<file path="config.mk">
export PLATFORM = sky130hd
export DESIGN_NAME = pipe_issue_ctrl_flat
export DESIGN_NICKNAME = d
export VERILOG_FILES = /design/src/rtl/pipe_ctrl_pkg.sv /design/src/rtl/pipe_issue_if.sv /design/src/rtl/hazard_scoreboard.sv /design/src/rtl/pipe_issue_ctrl.sv /design/src/flat_wrapper.sv
export SDC_FILE = /design/constraint.sdc
export NUM_CORES = 1
export LEC_CHECK = 0
export BUFFER_PORTS_ARGS = -buffer_cell sky130_fd_sc_hd__buf_2
export CAP_MARGIN = 20
export CORE_AREA = 4 4 67 85
export DETAILED_ROUTE_END_ITERATION = 7
export DIE_AREA = 0 0 71 89
export GPL_TIMING_DRIVEN = 0
export MAX_ROUTING_LAYER = met4
export PLACE_DENSITY_LB_ADDON = 0.08
export SETUP_SLACK_MARGIN = 0.5
export SLEW_MARGIN = 20
export SYNTH_ARGS = -nofsm -noshare
export SYNTH_HDL_FRONTEND = slang
export SYNTH_SLANG_ARGS = --single-unit
export TNS_END_PERCENT = 1
</file>
<file path="constraint.sdc">
create_clock -name clk -period 2.85 [get_ports clk]
set_input_delay 0.57 -clock clk [delete_from_list [all_inputs] [get_ports clk]]
set_output_delay 0.57 -clock clk [all_outputs]
set_load 0.02 [all_outputs]
</file>
<file path="src/rtl/pipe_ctrl_pkg.sv">
// Shared definitions for the fetch-to-S1 issue controller: instruction
// field positions, the NOP encoding and the issue FSM state encoding.
package pipe_ctrl_pkg;

    localparam int INSTR_W     = 32;
    localparam int RD_LSB      = 21;
    localparam int RS1_LSB     = 16;
    localparam int RS2_LSB     = 11;
    localparam int DATASRC_BIT = 29;

    localparam logic [INSTR_W-1:0] NOP_INSTR = 32'h0;

    typedef enum logic [1:0] {
        ST_RUN     = 2'd0,
        ST_STALL   = 2'd1,
        ST_HALTING = 2'd2,
        ST_HALTED  = 2'd3
    } issue_state_e;

    // rs2 is only a real source when the second operand is not an immediate.
    function automatic logic uses_rs2(input logic [INSTR_W-1:0] instr);
        return ~instr[DATASRC_BIT];
    endfunction

endpackage

</file>
<file path="src/rtl/pipe_issue_if.sv">
// Fetch-side / S1-side signal bundle of the issue controller. The master
// is the fetch/test side, the slave is the controller itself.
interface pipe_issue_if #(
    parameter int CNT_W = 16
);
    logic [31:0]      InstrIn;
    logic             instr_valid;
    logic             instr_we;
    logic             halt_req;
    logic             instr_ready;
    logic [31:0]      s1_instr;
    logic             s1_write_enable;
    logic [CNT_W-1:0] stall_count;
    logic             halted;

    modport master (
        output InstrIn, instr_valid, instr_we, halt_req,
        input  instr_ready, s1_instr, s1_write_enable, stall_count, halted
    );

    modport slave (
        input  InstrIn, instr_valid, instr_we, halt_req,
        output instr_ready, s1_instr, s1_write_enable, stall_count, halted
    );
endinterface

</file>
<file path="src/rtl/hazard_scoreboard.sv">
// In-flight destination tracker: a DEPTH-deep shift register of {v, rd}
// entries, one per pipe stage ahead of the regfile write, compared against
// the candidate's source registers every cycle.
module hazard_scoreboard #(
    parameter int DEPTH  = 3,
    parameter int RSEL_W = 5
) (
    input  logic              clk,
    input  logic              rst,
    input  logic [RSEL_W-1:0] rs1_i,
    input  logic [RSEL_W-1:0] rs2_i,
    input  logic              use_rs2_i,
    input  logic              push_v_i,
    input  logic [RSEL_W-1:0] push_rd_i,
    output logic              hazard_o,
    output logic              empty_o
);

    logic [DEPTH-1:0]             sb_v_q;
    logic [DEPTH-1:0][RSEL_W-1:0] sb_rd_q;
    logic [DEPTH-1:0]             hit;

    // Advance every entry one stage per cycle; a bubble enters as v=0.
    always_ff @(posedge clk or negedge rst) begin
        if (!rst) begin
            sb_v_q  <= '0;
            sb_rd_q <= '0;
        end else begin
            for (int i = DEPTH - 1; i > 0; i--) begin
                sb_v_q[i]  <= sb_v_q[i-1];
                sb_rd_q[i] <= sb_rd_q[i-1];
            end
            sb_v_q[0]  <= push_v_i;
            sb_rd_q[0] <= push_rd_i;
        end
    end

    // Per-entry RAW match; register 0 is hardwired and never a dependency.
    always_comb begin
        hit = '0;
        for (int i = 0; i < DEPTH; i++) begin
            if (sb_v_q[i] && (sb_rd_q[i] != '0)) begin
                hit[i] = (sb_rd_q[i] == rs1_i) ||
                         (use_rs2_i && (sb_rd_q[i] == rs2_i));
            end
        end
    end

    assign hazard_o = |hit;
    assign empty_o  = ~|sb_v_q;

endmodule

</file>
<file path="src/rtl/pipe_issue_ctrl.sv">
// Issue controller between fetch and the S1 decode register. Passes the
// fetched instruction into S1 or injects a NOP bubble on RAW hazards and
// while draining/holding for a halt request; counts hazard-bubble cycles.
module pipe_issue_ctrl
    import pipe_ctrl_pkg::*;
#(
    parameter int DEPTH  = 3,
    parameter int RSEL_W = 5,
    parameter int CNT_W  = 16
) (
    input  logic       clk,
    input  logic       rst,
    pipe_issue_if.slave pif
);

    issue_state_e     state_q, state_d;
    logic [CNT_W-1:0] stall_cnt_q, stall_cnt_d;

    logic [RSEL_W-1:0] rd, rs1, rs2;
    logic              use_rs2;
    logic              sb_hit, sb_empty;
    logic              hazard;
    logic              can_issue_state;
    logic              issue;
    logic              count_en;

    assign rd      = pif.InstrIn[RD_LSB  +: RSEL_W];
    assign rs1     = pif.InstrIn[RS1_LSB +: RSEL_W];
    assign rs2     = pif.InstrIn[RS2_LSB +: RSEL_W];
    assign use_rs2 = uses_rs2(pif.InstrIn);

    hazard_scoreboard #(
        .DEPTH  (DEPTH),
        .RSEL_W (RSEL_W)
    ) u_sb (
        .clk       (clk),
        .rst       (rst),
        .rs1_i     (rs1),
        .rs2_i     (rs2),
        .use_rs2_i (use_rs2),
        .push_v_i  (issue & pif.instr_we & (rd != '0)),
        .push_rd_i (rd),
        .hazard_o  (sb_hit),
        .empty_o   (sb_empty)
    );

    assign hazard          = pif.instr_valid & sb_hit;
    assign can_issue_state = (state_q == ST_RUN) || (state_q == ST_STALL);
    // Halt beats issue; reset forces a bubble even before the state settles.
    assign issue    = rst & can_issue_state & pif.instr_valid & ~hazard & ~pif.halt_req;
    assign count_en = hazard & can_issue_state;

    assign pif.instr_ready     = issue;
    assign pif.s1_instr        = issue ? pif.InstrIn : NOP_INSTR;
    assign pif.s1_write_enable = issue & pif.instr_we;
    assign pif.stall_count     = stall_cnt_q;
    assign pif.halted          = (state_q == ST_HALTED);

    // State register for the issue FSM.
    always_ff @(posedge clk or negedge rst) begin
        if (!rst) state_q <= ST_RUN;
        else      state_q <= state_d;
    end

    // Next-state: stall on hazard, drain on halt, hold halted until released.
    always_comb begin
        state_d = state_q;
        case (state_q)
            ST_RUN: begin
                if (pif.halt_req)  state_d = ST_HALTING;
                else if (hazard)   state_d = ST_STALL;
            end
            ST_STALL: begin
                if (pif.halt_req)  state_d = ST_HALTING;
                else if (!hazard)  state_d = ST_RUN;
            end
            ST_HALTING: begin
                if (sb_empty)      state_d = ST_HALTED;
            end
            ST_HALTED: begin
                if (!pif.halt_req) state_d = ST_RUN;
            end
            default:               state_d = ST_RUN;
        endcase
    end

    // Saturating hazard-bubble counter: sticks at all-ones rather than wrapping.
    always_comb begin
        stall_cnt_d = stall_cnt_q;
        if (count_en && (stall_cnt_q != '1)) stall_cnt_d = stall_cnt_q + CNT_W'(1);
    end

    // Stall counter register.
    always_ff @(posedge clk or negedge rst) begin
        if (!rst) stall_cnt_q <= '0;
        else      stall_cnt_q <= stall_cnt_d;
    end

endmodule

</file>
<file path="src/flat_wrapper.sv">
// flat-port wrapper written by rule: the top's interface ports become plain ports
module pipe_issue_ctrl_flat import pipe_ctrl_pkg::*;
#(
    parameter int DEPTH  = 3,
    parameter int RSEL_W = 5,
    parameter int CNT_W  = 16
)
  (clk, rst, pif_InstrIn, pif_instr_valid, pif_instr_we, pif_halt_req, pif_instr_ready, pif_s1_instr, pif_s1_write_enable, pif_stall_count, pif_halted);
  pipe_issue_if #(.CNT_W(CNT_W)) pif_i ();
  input  logic clk;
  input  logic rst;
  input wire logic [$bits(pif_i.InstrIn)-1:0] pif_InstrIn;
  input wire logic [$bits(pif_i.instr_valid)-1:0] pif_instr_valid;
  input wire logic [$bits(pif_i.instr_we)-1:0] pif_instr_we;
  input wire logic [$bits(pif_i.halt_req)-1:0] pif_halt_req;
  output wire logic [$bits(pif_i.instr_ready)-1:0] pif_instr_ready;
  output wire logic [$bits(pif_i.s1_instr)-1:0] pif_s1_instr;
  output wire logic [$bits(pif_i.s1_write_enable)-1:0] pif_s1_write_enable;
  output wire logic [$bits(pif_i.stall_count)-1:0] pif_stall_count;
  output wire logic [$bits(pif_i.halted)-1:0] pif_halted;
  assign pif_i.InstrIn = pif_InstrIn;
  assign pif_i.instr_valid = pif_instr_valid;
  assign pif_i.instr_we = pif_instr_we;
  assign pif_i.halt_req = pif_halt_req;
  assign pif_instr_ready = pif_i.instr_ready;
  assign pif_s1_instr = pif_i.s1_instr;
  assign pif_s1_write_enable = pif_i.s1_write_enable;
  assign pif_stall_count = pif_i.stall_count;
  assign pif_halted = pif_i.halted;
  pipe_issue_ctrl #(.DEPTH(DEPTH), .RSEL_W(RSEL_W), .CNT_W(CNT_W)) u_core (.clk(clk), .rst(rst), .pif(pif_i));
endmodule
</file>
==> impl_results.md, run 1 <==
* Status: complete, but fails checks
* Failing checks: negative setup slack
* Required time of the critical path at 2.28 ns
* Core ar. at 4935 um2
* Routed WL at 5.203 mm
* Final ANT Viol Nets at 0
* DR DRC count at 0
* Detailed-route wire length per cell at 14.62 um
* Worst setup EP type: output pin
* Synth Area in Adders at 0.006378
* Final Hold Fails at 0
* R2R setup slack at 0.49 ns
* Most area-consuming cells after synthesis: dfrtp_1, xnor2_1, and2_1
* Hold buffers post-CTS at 0
* Reg-to-reg critical path startpoint: u_core.u_sb.sb_rd_q[1]
* Final Net Count at 332
* PD cells at 393.1 nW/um2
* Lkg Pwr at 1.483 nW
* Met2 wire len at 2.698 mm
* CTS root buf: clkbuf_8
* Critical Path Source: u_core.u_sb.sb_rd_q[1]
* Mux share of post-synthesis cell area at 0.005740
* TNS Setup at -8.376 ns
* Clock Sinks at 36
* DR top layer: met4
* RSZ-0062 raised after global routing: true
* Metal-1 WL at 2.096 mm
* Synth Instances at 187
* Antenna cells at 0
* Share of layout cells above drive strength 1 at 0.4966
* CP Data Arrival Time at 2.56 ns
* Worst setup SP type: register
* CP max FO at 10
* Met3 WL at 313 um
* Largest family of logic cells by synthesized area: simple AND/OR/NAND/NOR gates
* Total number of yosys warnings at 0
* Register area share after synthesis at 0.4592
* P&R area growth vs syn at 50.77%
* Global-route wire length before repair at 8.597 mm
* Antenna violations before repair at 0
* Clock slew at reported path FFs at 0.07 ns
* Vias at 1744
* Final Max Tran Viols at 0
* Peak VDD IR at 0.0002044 V
* Syn_nets at 225
* 1st-iter DRT viols at 63
* Area after DPL at 2552 um2
* Final Instance Area at 2958 um2
* Worst-skew pair later-pin latency at 0.28 ns
* Max Root-Sink Buffers at 2
* Yosys reg bits at 36
* TritonCTS Buffers at 5
* Post-Synth Simple-Gate Area at 0.2602
* Starting Density at 0.3976
* Detailed Place HPWL at 3.747 mm
* Clock skew at 0.007695 ns
* Fmax at 319.2 MHz
* Hold_ws at 0.3840 ns
* Vias in the first global route at 1822
* Crit path to: pif_s1_instr[23]
* FP Rows at 29
* Largest area contributor in the netlist: dfrtp_1
* Mapped cell area at 1962 um2
* Total gr overflow at 0
* Final GP Congestion at 0.8047
* Commonest cells in the netlist: dfrtp_1, and2_1, xnor2_1
* H-Tree Depth at 2
* Gr usage total at 0.1826
* EDFF count, synth at 0
* Critical setup path kind: register to output pin
* Hold crit path type: input pin to async pin
* Asr flop ratio synth at 1.000
* Post-route setup slack at -0.2832 ns
* Maxcap violations at 0
* Max_slew headroom at 0.4472
* CTS tree: yes
* XOR/XNOR Fraction of Synth Area at 0.2009
* Period minus WS final at 3.133 ns
* Routed vias/inst at 4.899
* Setup violators final at 34
* Pin count of the biggest net entering global routing at 38
* Fin cells at 356
* Most frequent cell after synthesis: dfrtp_1
* Cells after DPL at 336
* Chip width at 71 um
* Synth top area share at 0.4592
* Reg2reg path depth at 5
* Slew @ Worst Pin at 0.8293 ns
* Die area at 6319 um2
* IO Pins at 88
* Die Y at 89 um
* Port-buffer cells at 87
* Main flop type after synthesis: dfrtp_1
* Drt pass-1 iters at 4
* FF-to-FF End: u_core.pif.stall_count[1]
* Compound-Gate Fraction of Synth Area at 0.04273
* Synth unique cells at 29
* Syn_area_per_cell at 10.49 um2
* Fin crit share at 1.099
-- where the power goes --
group | internal [W] | switching [W]
Clock | 0.000166 | 0.000172
Combinational | 0.000131 | 0.000125
Sequential | 0.000540 | 0.0000284
-- what timing repair did --
item,in CTS,in global routing
setup buffers,10,0
gates resized for setup,62,1
setup endpoints to repair,41,47
pin swaps,2,4
gates cloned,3,0
-- per-layer routing --
metal / track usage / vias up
met5: - / -
met4: 0.05983 / 0
met3: 0.03937 / 8
met2: 0.3181 / 73
met1: 0.2096 / 815
li1: - / 848
-- per-stage QoR --
step	util	setup WS, ns	total power, W
2_1_floorplan	-	0.2158	0.0007077
3_3_place_gp	0.5172	-0.1437	0.0007965
3_5_place_dp	0.5172	-0.1396	0.0007989
4_1_cts	0.5984	-0.3141	0.001174
5_1_grt	0.5994	-0.3942	0.001225
6_report	0.5994	-0.2832	0.001163
-- worst max-delay path: stages (launching register included) --
cell and delay, ns:
dfrtp_1 0.39, or4_4 0.55, o21ai_2 0.14, a21oi_2 0.06, or3_1 0.38, buf_6 0.14, nor2_8 0.13, buf_12 0.13
buf_8 0.11, and2_4 0.14, buf_6 0.11
-- worst min-delay path by stage --
stage | start | endpoint | slack [ns] | depth (start not counted)
after floorplan | rst | u_core.pif.stall_count[0] | 0.27 | 0
after global placement | u_core.u_sb.sb_v_q[1] | u_core.u_sb.sb_v_q[2] | 0.40 | 0
after detailed placement | u_core.u_sb.sb_v_q[1] | u_core.u_sb.sb_v_q[2] | 0.40 | 0
after CTS | pif_InstrIn[24] | u_core.u_sb.sb_rd_q[3] | 0.40 | 1
after global routing | pif_InstrIn[22] | u_core.u_sb.sb_rd_q[1] | 0.41 | 1
final | rst | u_core.pif.stall_count[5] | 0.38 | 1
-- cell type report --
type                    instances  area, um2
multi-input cells             145       1114
well taps                      62      77.57
clock inverters                 1      5.005
inverters                       3      11.26
fillers                       454       1977
flip-flops and latches         36      900.9
repair buffers                 99      724.4
clock buffers                   6      72.57
plain buffers                   4      52.55
-- flip-flops by register name (all words and copies together), names as in the netlist --
register,flops
u_core.pif.stall_count,16
u_core.state_q,2
u_core.u_sb.sb_rd_q,15
u_core.u_sb.sb_v_q,3
-- cells by family (layout without fill, tap and decap cells) --
group           after synthesis  in the layout
buf+inv                       7            113
xor+xnor                     45             45
mux                           1              1
flops                        36             36
simple gates                 85             86
compound gates               12             12
fa+ha+maj                     1              1
-- cells in the final DEF (no fill, tap or decap), types with 6 or more instances in the layout --
cell type	instances
nand4_1	8
nor3_1	6
and2_4	28
xnor2_1	25
dfrtp_1	36
xor2_1	20
and2_1	6
buf_6	27
nand3_1	10
buf_2	58
buf_4	14
No activity file was read; power rests on OpenSTA's default activity.
==> inputs of run 2 (changes only) <==
- CORE_AREA: 4 4 67 85 -> 4 4 68 86
- DIE_AREA: 0 0 71 89 -> 0 0 72 90
- SYNTH_HIERARCHICAL: unset -> 1
==> impl_results.md, run 2 <==
* H-Tree Depth at 2 (unchanged)
* Fin cells at 348 (was 356)
* Status: complete, but fails checks (unchanged)
* Die area at 6480 um2 (was 6319 um2)
* Slew @ Worst Pin at 0.8039 ns (was 0.8293 ns)
* Period minus WS final at 2.986 ns (was 3.133 ns)
* Failing checks: negative setup slack (unchanged)
* Peak VDD IR at 0.0002372 V (was 0.0002044 V)
* Hold_ws at 0.3723 ns (was 0.3840 ns)
* Worst setup SP type: register (unchanged)
* Final Net Count at 323 (was 332)
* Crit path to: pif_s1_instr[21] (was pif_s1_instr[23])
* Reg2reg path depth at 10 (was 5)
* Register area share after synthesis at 0.4461 (was 0.4592)
* PD cells at 356.4 nW/um2 (was 393.1 nW/um2)
* Area after DPL at 2636 um2 (was 2552 um2)
* Hold crit path type: input pin to async pin (unchanged)
* CTS root buf: clkbuf_8 (unchanged)
* Cells after DPL at 336 (unchanged)
* Synth unique cells at 38 (was 29)
* Most common cell after layout, fill and taps aside: buf_2 (unchanged)
* DR DRC count at 0 (unchanged)
* Reg-to-reg critical path startpoint: u_core/u_sb/sb_rd_q[3] (was u_core.u_sb.sb_rd_q[1])
* Asr flop ratio synth at 1.000 (unchanged)
* P&R area growth vs syn at 49.69% (was 50.77%)
* Clock skew at 0.003490 ns (was 0.007695 ns)
* Detailed Place HPWL at 3.981 mm (was 3.747 mm)
* 1st-iter DRT viols at 37 (was 63)
* Starting Density at 0.4033 (was 0.3976)
* Chip width at 72 um (was 71 um)
* Syn_nets at 225 (unchanged)
* TNS Setup at -3.860 ns (was -8.376 ns)
* Post-route setup slack at -0.1357 ns (was -0.2832 ns)
* Core ar. at 5007 um2 (was 4935 um2)
* Final Hold Fails at 0 (unchanged)
* Largest family of logic cells by synthesized area: simple AND/OR/NAND/NOR gates (unchanged)
* CTS tree: yes (unchanged)
* XOR/XNOR Fraction of Synth Area at 0.1908 (was 0.2009)
* Vias in the first global route at 1715 (was 1822)
* Synth Area in Adders at 0.006196 (was 0.006378)
* Pwr Total at 0.001077 W (was 0.001163 W)
* Max Root-Sink Buffers at 2 (unchanged)
* Lkg Pwr at 1.521 nW (was 1.483 nW)
* Critical setup path kind: register to output pin (unchanged)
* R2R setup slack at 0.21 ns (was 0.49 ns)
* RSZ-0062 raised after global routing: true (unchanged)
* Final ANT Viol Nets at 0 (unchanged)
* Share of layout cells above drive strength 1 at 0.5490 (was 0.4966)
* Detailed-route wire length per cell at 14.97 um (was 14.62 um)
* Clock Sinks at 36 (unchanged)
* Most area-consuming cells after synthesis: dfrtp_1, xor2_1, and2_1 (was dfrtp_1, xnor2_1, and2_1)
* Antenna violations before repair at 0 (unchanged)
* Pin count of the biggest net entering global routing at 38 (unchanged)
* Fmax at 334.9 MHz (was 319.2 MHz)
* Most frequent cells in the layout: buf_2, dfrtp_1, and2_4 (unchanged)
* Synth top area share at 0.4461 (was 0.4592)
* Drt pass-1 iters at 4 (unchanged)
* Antenna cells at 0 (unchanged)
* FF-to-FF End: u_core/pif.stall_count[9] (was u_core.pif.stall_count[1])
* Compound-Gate Fraction of Synth Area at 0.04027 (was 0.04273)
* Final GP Congestion at 0.8076 (was 0.8047)
* Max reg flops at 16 (unchanged)
* Final Instance Area at 3023 um2 (was 2958 um2)
* TritonCTS Buffers at 5 (unchanged)
* EDFF count, synth at 0 (unchanged)
* CP max FO at 10 (unchanged)
* Mux share of post-synthesis cell area at 0.01859 (was 0.005740)
* Synth Instances at 187 (unchanged)
* Yosys reg bits at 36 (unchanged)
* Main flop type after synthesis: dfrtp_1 (unchanged)
* Syn_area_per_cell at 10.80 um2 (was 10.49 um2)
* Routed vias/inst at 4.937 (was 4.899)
* Worst-skew pair later-pin latency at 0.28 ns (about the same)
* Critical Path Source: u_core/u_sb/sb_rd_q[0] (was u_core.u_sb.sb_rd_q[1])
* Final Max Tran Viols at 0 (unchanged)
* Mapped cell area at 2019 um2 (was 1962 um2)
* Required time of the critical path at 2.28 ns (about the same)
* Post-Synth Simple-Gate Area at 0.2887 (was 0.2602)
* Worst setup EP type: output pin (unchanged)
* Fin crit share at 1.048 (was 1.099)
* Gr usage total at 0.1711 (was 0.1826)
* Largest area contributor in the netlist: dfrtp_1 (unchanged)
* Most frequent cell after synthesis: dfrtp_1 (unchanged)
* Commonest cells in the netlist: dfrtp_1, and2_1, xor2_1 (was dfrtp_1, and2_1, xnor2_1)
* Total gr overflow at 0 (unchanged)
* Setup violators final at 34 (unchanged)
* FP Rows at 29 (unchanged)
* Clock slew at reported path FFs at 0.07 ns (about the same)
* Routed WL at 5.211 mm (was 5.203 mm)
* IO Pins at 88 (unchanged)
* Port-buffer cells at 87 (unchanged)
* Die Y at 90 um (was 89 um)
* Global-route wire length before repair at 8.487 mm (was 8.597 mm)
* Vias at 1718 (was 1744)
* Total number of yosys warnings at 6 (was 0)
* Hold buffers post-CTS at 0 (unchanged)
* Maxcap violations at 0 (unchanged)
* Max_slew headroom at 0.4641 (was 0.4472)
* CP Data Arrival Time at 2.42 ns (was 2.56 ns)
[run 2: cells by family after synthesis]
| logic type | count (synthesis) |
|---|---|
| xor gates and xnor gates | 44 |
| and+or+nand+nor | 88 |
| muxes | 3 |
| AOI/OAI and AO/OA | 10 |
| DFF | 36 |
| buffers and inverters | 5 |
| adders and majority gates | 1 |
[run 2: how the worst min path moves through the flow]
stage                                 to  cells past startpoint
2_1_floorplan  u_core/pif.stall_count[0]                      0
3_3_place_gp       u_core/u_sb/sb_v_q[2]                      0
3_5_place_dp       u_core/u_sb/sb_v_q[2]                      0
4_1_cts        u_core/pif.stall_count[4]                      1
5_1_grt           u_core/u_sb/sb_rd_q[0]                      1
6_report               u_core/state_q[1]                      1
[run 2: metal layers]
metal  global-route usage  routed length (um)  vias to the layer above
met1               0.1939                1995                      822
met5                    -                   0                        -
met2               0.3006                2899                       47
met3              0.03125                 249                        6
li1                     -                   -                      843
met4              0.05172                  65                        0
[run 2: stage by stage]
| stage | util | setup WS (ns) |
|---|---|---|
| floorplan | - | 0.3363 |
| global placement | 0.5265 | -0.1499 |
| detailed placement | 0.5265 | -0.1552 |
| CTS | 0.5960 | -0.1462 |
| global route | 0.6037 | -0.2540 |
| finish | 0.6037 | -0.1357 |
[run 2: what timing repair did]
action	4_1_cts	5_1_grt
pin swaps	39	28
gates resized for setup	71	8
buffers inserted	4	0
setup endpoints to repair	40	48
[run 2: worst max-delay path, stage by stage (launching register included)]
cell and delay, ns:
dfrtp_1 0.42, or4_4 0.54, o221ai_2 0.19, o221ai_2 0.15, nor2_1 0.11, and4b_2 0.29
clkbuf_8 0.18, and2_4 0.14, buf_4 0.13
[run 2: power breakdown]
group / total (W) / leakage [nW] / switching (W) / internal, W
Sequential: 0.000548 / 0.460 / 0.0000199 / 0.000528
Clock: 0.000366 / 0.0455 / 0.000169 / 0.000197
Combinational: 0.000164 / 1.02 / 0.0000815 / 0.0000821
Total: 0.00108 / 1.52 / 0.000270 / 0.000807
[run 2: cell type report]
| type | count | area [um2] |
|---|---|---|
| Sequential cell | 36 | 903.4 |
| Fill cell | 432 | 1984 |
| Inverter | 2 | 7.507 |
| Buffer | 3 | 41.29 |
| Clock buffer | 8 | 90.09 |
| Multi-Input combinational cell | 146 | 1251 |
| Tap cell | 62 | 77.57 |
| Timing Repair Buffer | 91 | 651.9 |
==> inputs of run 3 (changes only) <==
- CAP_MARGIN: 20 -> 10
- CORE_AREA: 4 4 68 86 -> 4 4 64 81
- DIE_AREA: 0 0 72 90 -> 0 0 68 85
==> impl_results.md, run 3 (synthesized netlist as in run 2, its figures left out) <==
* Status: complete, but fails checks (unchanged)
* Failing checks: negative setup slack (unchanged)
* Max_slew headroom at 0.4723 (was 0.4641)
* Fmax at 328.4 MHz (was 334.9 MHz)
* Final Instance Area at 3079 um2 (was 3023 um2)
* FILL cells at 341 (was 432)
* Final Max Tran Viols at 0 (unchanged)
* Final Net Count at 325 (was 323)
* Area after DPL at 2631 um2 (was 2636 um2)
* Drt pass-1 iters at 4 (unchanged)
* Global-route wire length before repair at 7.686 mm (was 8.487 mm)
* Most frequent cells in the layout: buf_2, dfrtp_1, buf_6 (was buf_2, dfrtp_1, and2_4)
* Worst path cell trace: or4_1 > o21ai_2 > o221ai_2 > nor2_1 > and4b_2 > clkbuf_8 > and2_4 > buf_6 (was or4_4 > o221ai_2 > o221ai_2 > nor2_1 > and4b_2 > clkbuf_8 > and2_4 > buf_4)
* Port-buffer cells at 87 (unchanged)
* Most common cell after layout, fill and taps aside: buf_2 (unchanged)
* Setup violators final at 34 (unchanged)
* TNS Setup at -5.361 ns (was -3.860 ns)
* Clock slew at reported path FFs at 0.07 ns (about the same)
* Reg-to-reg critical path startpoint: u_core/u_sb/sb_rd_q[10] (was u_core/u_sb/sb_rd_q[3])
* Required time of the critical path at 2.28 ns (about the same)
* Pin count of the biggest net entering global routing at 38 (unchanged)
* Peak VDD IR at 0.0003931 V (was 0.0002372 V)
* Antenna cells at 0 (unchanged)
* Maxcap violations at 0 (unchanged)
* Register area at 902.1 um2 (was 903.4 um2)
* Reg2reg path depth at 8 (was 10)
* FF-to-FF End: u_core/pif.stall_count[9] (unchanged)
* Final Hold Fails at 0 (unchanged)
* Worst setup SP type: register (unchanged)
* Routed WL at 4.896 mm (was 5.211 mm)
* H-Tree Depth at 2 (unchanged)
* 1st-iter DRT viols at 44 (was 37)
* R2R setup slack at 0.29 ns (was 0.21 ns)
* Fin crit share at 1.068 (was 1.048)
* Clock Sinks at 36 (unchanged)
* Worst slack, placed at -0.2299 ns (was -0.1552 ns)
* Max reg flops at 16 (unchanged)
* CP max stage cell: or4_1 (was or4_4)
* Worst-skew pair later-pin latency at 0.28 ns (about the same)
* Detailed-route wire length per cell at 14.15 um (was 14.97 um)
* CTS root buf: clkbuf_8 (unchanged)
* Clock skew at 0.006308 ns (was 0.003490 ns)
* Multi-input gate area at 1234 um2 (was 1251 um2)
* Lkg Pwr at 1.554 nW (was 1.521 nW)
* Antenna violations before repair at 0 (unchanged)
* Worst setup EP type: output pin (unchanged)
* Starting Density at 0.4598 (was 0.4033)
* Total gr overflow at 0 (unchanged)
* RSZ-0062 raised after global routing: true (unchanged)
* Routed vias/inst at 4.994 (was 4.937)
* Period minus WS final at 3.045 ns (was 2.986 ns)
* CP max FO at 10 (unchanged)
* Share of layout cells above drive strength 1 at 0.5451 (was 0.5490)
* Die Y at 85 um (was 90 um)
* Hold crit path type: input pin to async pin (unchanged)
* Max Root-Sink Buffers at 2 (unchanged)
* Slew @ Worst Pin at 0.7915 ns (was 0.8039 ns)
* P&R area growth vs syn at 52.48% (was 49.69%)
* PD cells at 391.7 nW/um2 (was 356.4 nW/um2)
* Post-route setup slack at -0.1952 ns (was -0.1357 ns)
* Vias in the first global route at 1662 (was 1715)
* Detailed Place HPWL at 3.653 mm (was 3.981 mm)
* CP peak stage delay at 0.57 ns (was 0.54 ns)
* FP Rows at 27 (was 29)
* Gr usage total at 0.1780 (was 0.1711)
* Final ANT Viol Nets at 0 (unchanged)
* CTS tree: yes (unchanged)
* DR DRC count at 0 (unchanged)
* Die area at 5780 um2 (was 6480 um2)
* Chip width at 68 um (was 72 um)
* IO Pins at 88 (unchanged)
* Core ar. at 4392 um2 (was 5007 um2)
* Final GP Congestion at 0.8304 (was 0.8076)
* Critical setup path kind: register to output pin (unchanged)
* TritonCTS Buffers at 5 (unchanged)
* Vias at 1728 (was 1718)
* CP Data Arrival Time at 2.48 ns (was 2.42 ns)
run 3: cell count changes in the layout (fill, tap and decap cells not counted), moves of 2 or more:
cell	delta
buf_2	-3
nor4_1	-2
buf_6	+2
nor4_2	+2
clkbuf_1	-2
nor3b_1	+2
buf_4	+2
nor3b_2	-2
run 3: area by class of cell:
type,count,share of cell area
Buffer,3,0.01382
Clock buffer,7,0.03129
Clock inverter,1,0.009752
Inverter,2,0.002438
Multi-Input combinational cell,146,0.4006
Sequential cell,36,0.2930
Tap cell,58,0.02357
Timing Repair Buffer,93,0.2255
run 3: layer usage:
metal | GRT usage | part of all wire
met5 | - | 0
met4 | 0.05606 | 0.0031
met3 | 0.03444 | 0.064
met2 | 0.2930 | 0.51
met1 | 0.2159 | 0.42
run 3: report_power, final:
group	switching [W]	internal [W]	leakage, nW
logic	0.0000828	0.0000880	1.03
registers	0.0000217	0.000528	0.461
clock network	0.000177	0.000309	0.0645
run 3: critical path: cells and delay by family, from the launching register on:
kind | cells | cell delay [ns]
AOI/OAI and AO/OA | 2 | 0.29
buffers and inverters | 2 | 0.31
DFF | 1 | 0.42
and+or+nand+nor | 4 | 1.17
run 3: worst max-delay path by stage:
stage / end / cells after the start / from / slack [ns]
2_1_floorplan: pif_s1_instr[22] / 7 / u_core/u_sb/sb_rd_q[0] / 0.34
3_3_place_gp: pif_s1_instr[10] / 10 / pif_InstrIn[13] / -0.20
3_5_place_dp: pif_s1_instr[10] / 10 / pif_InstrIn[13] / -0.23
4_1_cts: pif_s1_instr[10] / 8 / u_core/u_sb/sb_rd_q[1] / -0.20
5_1_grt: pif_s1_instr[30] / 8 / u_core/u_sb/sb_rd_q[0] / -0.30
6_report: pif_s1_instr[30] / 8 / u_core/u_sb/sb_rd_q[11] / -0.20
run 3: metrics by stage:
stage | instances | hold slack [ns] | utilization | total power [W]
floorplan | 187 | 0.2744 | - | 0.0006375
global placement | 332 | 0.3873 | 0.5991 | 0.0007050
detailed placement | 332 | 0.3964 | 0.5991 | 0.0007078
CTS | 343 | 0.3875 | 0.6843 | 0.001214
global route | 346 | 0.4000 | 0.7011 | 0.001265
finish | 346 | 0.3655 | 0.7011 | 0.001206
run 3: what timing repair did:
action | 4_1_cts | 5_1_grt
cloned | 0 | 0
resized for setup | 65 | 14
pin swaps | 30 | 15
setup buffers | 3 | 3
hold buffers | 0 | 0
endpoints found under the setup margin | 40 | 45
hold endpoints to repair | 0 | 0
